<file path="src/rtl/multi_counter.sv">
// multi_counter: CHANNELS independent up/down counters behind one Wishbone window.
// Define MULTI_COUNTER_IRQ_EN to implement CTRL.IRQ_EN and drive irq_o; otherwise irq_o is 0.

module multi_counter #(
  parameter int          CHANNELS     = 4,
  parameter int          BITS         = 30,
  parameter logic [31:0] BASE_ADDR    = 32'h3000_0000,
  parameter int          DEFAULT_STEP = 1
) (
  input  logic                     wb_clk_i,
  input  logic                     wb_rst_ni,
  input  logic                     wbs_cyc_i,
  input  logic                     wbs_stb_i,
  input  logic                     wbs_we_i,
  input  logic [3:0]               wbs_sel_i,
  input  logic [31:0]              wbs_adr_i,
  input  logic [31:0]              wbs_dat_i,
  output logic                     wbs_ack_o,
  output logic [31:0]              wbs_dat_o,
  output logic [CHANNELS*BITS-1:0] count_o,
  output logic [CHANNELS-1:0]      irq_o
);

  localparam int EW = BITS + 9;
  localparam logic [BITS-1:0] CNT_MAX = {BITS{1'b1}};

  // Handshake: a request (cyc & stb & address in window) is accepted on an
  // edge where ack is low. Ack rises on that edge for exactly one cycle and
  // write effects commit on the same edge; the following cycle ack is forced
  // low, so a held request is re-accepted at most every second cycle.
  logic        hit;
  logic        accept;
  logic        wr_en;
  logic        ack_q;
  logic [31:0] dat_q;
  logic [31:0] rd_data;
  logic [31:0] wr_mask;
  logic [3:0]  chan_sel;
  logic [1:0]  reg_sel;

  assign hit      = wbs_cyc_i & wbs_stb_i & (wbs_adr_i[31:8] == BASE_ADDR[31:8]);
  assign accept   = hit & ~ack_q;
  assign wr_en    = accept & wbs_we_i;
  assign chan_sel = wbs_adr_i[7:4];
  assign reg_sel  = wbs_adr_i[3:2];
  assign wr_mask  = {{8{wbs_sel_i[3]}}, {8{wbs_sel_i[2]}}, {8{wbs_sel_i[1]}}, {8{wbs_sel_i[0]}}};

  logic [CHANNELS-1:0][31:0] rd_count;
  logic [CHANNELS-1:0][31:0] rd_ctrl;
  logic [CHANNELS-1:0][31:0] rd_cmp;
  logic [CHANNELS-1:0][31:0] rd_stat;

  for (genvar i = 0; i < CHANNELS; i++) begin : g_chan
    logic [BITS-1:0] count_q;
    logic [BITS-1:0] cmp_q;
    logic [BITS-1:0] count_step;
    logic [BITS-1:0] count_wr;
    logic [BITS-1:0] cmp_wr;
    logic [BITS-1:0] count_d;
    logic [7:0]      step_q;
    logic            en_q;
    logic            dir_q;
    logic            sat_q;
    logic            ie_q;
    logic            match_q;
    logic            ovf_q;
    logic            irq_q;
    logic            wr_ch;
    logic            ovf_hw;
    logic            match_hw;
    logic [1:0]      clr;
    logic [EW-1:0]   ext_up;
    logic [EW-1:0]   ext_dn;
    logic            unused_dn;

    assign wr_ch    = wr_en & (chan_sel == 4'(i));
    assign ext_up   = {9'd0, count_q} + {{(EW-8){1'b0}}, step_q};
    assign ext_dn   = {9'd0, count_q} - {{(EW-8){1'b0}}, step_q};
    assign count_wr = (count_q & ~wr_mask[BITS-1:0]) | (wbs_dat_i[BITS-1:0] & wr_mask[BITS-1:0]);
    assign cmp_wr   = (cmp_q & ~wr_mask[BITS-1:0]) | (wbs_dat_i[BITS-1:0] & wr_mask[BITS-1:0]);
    assign unused_dn = ^ext_dn[EW-2:BITS];

    // Out-of-range shows as any carry above BITS (up) or a borrow into the sign bit (down).
    always_comb begin
      count_step = count_q;
      ovf_hw     = 1'b0;
      if (en_q) begin
        if (dir_q) begin
          ovf_hw     = ext_dn[EW-1];
          count_step = (ovf_hw && sat_q) ? '0 : ext_dn[BITS-1:0];
        end else begin
          ovf_hw     = |ext_up[EW-1:BITS];
          count_step = (ovf_hw && sat_q) ? CNT_MAX : ext_up[BITS-1:0];
        end
      end
    end

    assign match_hw = en_q & (count_q == cmp_q);
    assign clr      = (wr_ch && reg_sel == 2'd3 && wbs_sel_i[0]) ? wbs_dat_i[1:0] : 2'b00;
    assign count_d  = (wr_ch && reg_sel == 2'd0) ? count_wr : count_step;

    always_ff @(posedge wb_clk_i or negedge wb_rst_ni) begin
      if (!wb_rst_ni) begin
        count_q <= '0;
        cmp_q   <= CNT_MAX;
        step_q  <= 8'(DEFAULT_STEP);
        en_q    <= 1'b0;
        dir_q   <= 1'b0;
        sat_q   <= 1'b0;
        match_q <= 1'b0;
        ovf_q   <= 1'b0;
      end else begin
        count_q <= count_d;
        if (wr_ch && reg_sel == 2'd2) cmp_q <= cmp_wr;
        if (wr_ch && reg_sel == 2'd1) begin
          if (wbs_sel_i[0]) begin
            en_q  <= wbs_dat_i[0];
            dir_q <= wbs_dat_i[1];
            sat_q <= wbs_dat_i[2];
          end
          if (wbs_sel_i[1]) step_q <= wbs_dat_i[15:8];
        end
        // Hardware set wins over a same-cycle W1C clear.
        match_q <= (match_q & ~clr[0]) | match_hw;
        ovf_q   <= (ovf_q & ~clr[1]) | ovf_hw;
      end
    end

`ifdef MULTI_COUNTER_IRQ_EN
    always_ff @(posedge wb_clk_i or negedge wb_rst_ni) begin
      if (!wb_rst_ni) begin
        ie_q  <= 1'b0;
        irq_q <= 1'b0;
      end else begin
        if (wr_ch && reg_sel == 2'd1 && wbs_sel_i[0]) ie_q <= wbs_dat_i[3];
        irq_q <= match_q & ie_q;
      end
    end
`else
    assign ie_q  = 1'b0;
    assign irq_q = 1'b0;
`endif

    assign count_o[i*BITS +: BITS] = count_q;
    assign irq_o[i]    = irq_q;
    assign rd_count[i] = 32'(count_q);
    assign rd_ctrl[i]  = {16'd0, step_q, 4'd0, ie_q, sat_q, dir_q, en_q};
    assign rd_cmp[i]   = 32'(cmp_q);
    assign rd_stat[i]  = {30'd0, ovf_q, match_q};
  end

  // Channels at or above CHANNELS never match the loop and read 0.
  always_comb begin
    rd_data = '0;
    for (int k = 0; k < CHANNELS; k++) begin
      if (chan_sel == 4'(k)) begin
        case (reg_sel)
          2'd0:    rd_data = rd_count[k];
          2'd1:    rd_data = rd_ctrl[k];
          2'd2:    rd_data = rd_cmp[k];
          default: rd_data = rd_stat[k];
        endcase
      end
    end
  end

  always_ff @(posedge wb_clk_i or negedge wb_rst_ni) begin
    if (!wb_rst_ni) begin
      ack_q <= 1'b0;
      dat_q <= '0;
    end else begin
      ack_q <= accept;
      dat_q <= accept ? rd_data : 32'd0;
    end
  end

  assign wbs_ack_o = ack_q;
  assign wbs_dat_o = dat_q;

  logic unused_in;
  assign unused_in = ^{wbs_adr_i[1:0], wbs_dat_i, BASE_ADDR[7:0]};

endmodule

</file>
<file path="config.mk">
export PLATFORM = sky130hd
export DESIGN_NAME = multi_counter
export DESIGN_NICKNAME = d
export VERILOG_FILES = /design/src/rtl/multi_counter.sv
export SDC_FILE = /design/constraint.sdc
export NUM_CORES = 1
export LEC_CHECK = 0
export CORE_ASPECT_RATIO = 0.7
export CORE_MARGIN = 2
export CORE_UTILIZATION = 40
export DETAILED_ROUTE_END_ITERATION = 8
export SLEW_MARGIN = 20
export SYNTH_ARGS = -nofsm -noshare
export SYNTH_HDL_FRONTEND = slang
export SYNTH_SLANG_ARGS = --single-unit
export TNS_END_PERCENT = 30
</file>
<file path="constraint.sdc">
create_clock -name wb_clk_i -period 7.8 [get_ports wb_clk_i]
set_input_delay 1.56 -clock wb_clk_i [delete_from_list [all_inputs] [get_ports wb_clk_i]]
set_output_delay 1.56 -clock wb_clk_i [all_outputs]
set_load 0.1 [all_outputs]
</file>
==> flow_summary.toml <==
[grt]
grt_pass1_vias = 23400
grt-busiest-layer = "met1"
met3_usage_pct = 8.99
grt_max_degree = 110
met2_usage_pct = 43.1
grt_usage_pct = 32.6
grtUsageMet1_pct = 50.0
overflow = 0
antenna_found_initial = 11
grt_first_pass_wirelength_mm = 161

[sta]
relSlewSlack_pct = 20.7
setup_viol = 0
tightestPinTransition_ps = 1190
finClkSkew_ps = 19.5
fin_crit_ps = 5630
rsz0062_at_grt = "no"
report.final.slew_viol_count = 0
finalHoldViolations = 0
fin_tns_setup_ps = 0
max_freq_mhz = 178
fin_crit_sh_pct = 72.2

[clocking]
cts_tree = "yes"
clock_latency_ps = 580
clkSinkCount = 323
cts_setup_buffers = 0
clk_pin_slew_ps = 60
cts_resized = 0
htreeDepth = 2
root_buffer = "clkbuf_16"
clock_path_buffers = 3
cts_hold_buffers = 0
cts-buffers-inserted = 38

[power_and_ir_drop]
power_mw = 3.94
powerDensity_nw_per_um2 = 133
leakagePower_nw = 11.6
ir_worst_vdd_uv = 123

[synthesis]
synth.distinct_cells = 102
syn_area_per_cell_um2 = 8.66
yosysTopAreaCell = "dfrtp_1"
synth_edf_count = 0
yosysWarnings = 0
ys_ff_latch = 323
async_reset_ff_share_pct = 100
netlist_instances = 2948
syn_area_um2 = 25500
synth_ff_type = "dfrtp_1"
synth_seq_area_share_pct = 32.3
synth_area_leaders = "dfrtp_1 20%, dfstp_2 13%, mux2_2 7.9%"
yosysTopAreaCellShare_pct = 19.5

[hold_path]
hold_path_class = "reg2reg"
hold_path_depth = 2

[drt]
routedWlPerCell_um = 28.6
viasPerCell = 6.55
ant_nets = 0
first_iter_violations = 3833
via_count = 25400
wirelength_mm = 111
firstDrtPassIters = 6
drc = 0

[place]
dp_hpwl_mm = 78.4
io_buffers = 219
gp_congestion = 1.01

[cells_and_area]
nNetsFinal = 3162
layout_commonest_cell = "a21oi_1"
area_growth_syn_to_layout_pct = 15.7
fill_cells = 6030
layout_common_cells = "226 x a21oi_1, 225 x nor2_1, 217 x nand2_1, 214 x clkdlybuf4s50_1, 199 x dfrtp_1"
drive_gt1_share_pct = 17.1

[setup_path]
path_class = "in2reg"
arrival_ps = 6120
end_kind = "register"
worstPathRequired_ps = 8290
cp-start-kind = "primary input"
r2r.worst_path.cells = 8
cp_max_fo = 19

[floorplan]
boundaryPins = 230
rows = 77
dieWidth_um = 306
die_area_um2 = 65900
start_util_pct = 40.5
die_y_um = 215
coreArea_um2 = 63100

[job]
cap_viol_max_count = 0

[run_status]
status = "complete, no violations"
[cell type report]
| class | instances | area [µm²] | area share (%) |
|---|---|---|---|
| diodes | 2 | 5.00 | 0.0169 |
| clock buffers | 57 | 1200 | 4.06 |
| clock inverters | 12 | 140 | 0.474 |
| inverters | 90 | 338 | 1.14 |
| multi-input cells | 2290 | 16000 | 54.1 |
| flip-flops and latches | 323 | 8240 | 27.9 |
| well taps | 829 | 1040 | 3.51 |
| repair buffers | 274 | 2590 | 8.78 |
[stage by stage]
| step | util, % | hold slack, ps | cell area (µm²) | cells | setup WS [ps] |
|---|---|---|---|---|---|
| floorplan | - | 460 | 25600 | 2953 | 3860 |
| global placement | 44.7 | 483 | 28200 | 3806 | 1870 |
| detailed placement | 44.7 | 495 | 28200 | 3806 | 1720 |
| CTS | 46.8 | 508 | 29500 | 3875 | 2310 |
| global route | 46.8 | 533 | 29500 | 3876 | 2050 |
| finish | 46.8 | 509 | 29500 | 3877 | 2170 |
[per-layer routing]
metal,vias to the layer above,part of all wire [%]
li1,10900,-
met1,12500,44
met2,1711,39
met3,209,13
met4,0,3.5
met5,-,0
[cells in the mapped netlist (26+ instances only)]
master,instances
a211oi_1,35
a21oi_1,226
a31oi_1,29
and3_1,26
clkbuf_1,204
dfrtp_1,199
dfstp_2,124
ha_1,64
inv_1,90
mux2_2,180
mux2i_1,63
nand2_1,217
nand3_1,60
nand4_1,53
nor2_1,226
nor2b_1,37
nor3_1,77
nor4_1,66
o211ai_1,31
o21ai_0,197
xnor2_1,135
xor2_1,87
[power breakdown]
part	leakage [nW]	switching [mW]	internal, mW
clock	0.657	0.814	1.16
combinational	7.10	0.213	0.0710
sequential	3.81	0.00102	1.68
total	11.6	1.03	2.91
[critical path, stage by stage]
cell and delay, ps:
clkdlybuf4s50_1 400, nor4_1 740, nand4_1 640, or2_2 690
inv_1 250, buf_4 290, nand4_1 330, nor2_1 780
mux2_2 420
[path summary, 6_finish.rpt]
path	from	endpoint	slack (ps)
max in group asynchronous	wb_rst_ni	asynchronous set/reset pin	5190
hold / removal	register	register	510
hold reg to reg	register	register	510
min in group asynchronous	wb_rst_ni	asynchronous set/reset pin	980
setup reg to reg	wbs_ack_o$_DFF_PN0_	register	3250
setup / recovery	wbs_adr_i[15]	register	2170
[cells by family after synthesis]
kind of cell,share of synthesized area (%)
fa+ha+maj,3.76
flops,32.3
compound gates,20.8
buf+inv,5.35
mux,12.3
other cells,0.0147
xor+xnor,7.61
simple gates,17.8
Note: power is estimated with default switching activity, not from simulation.
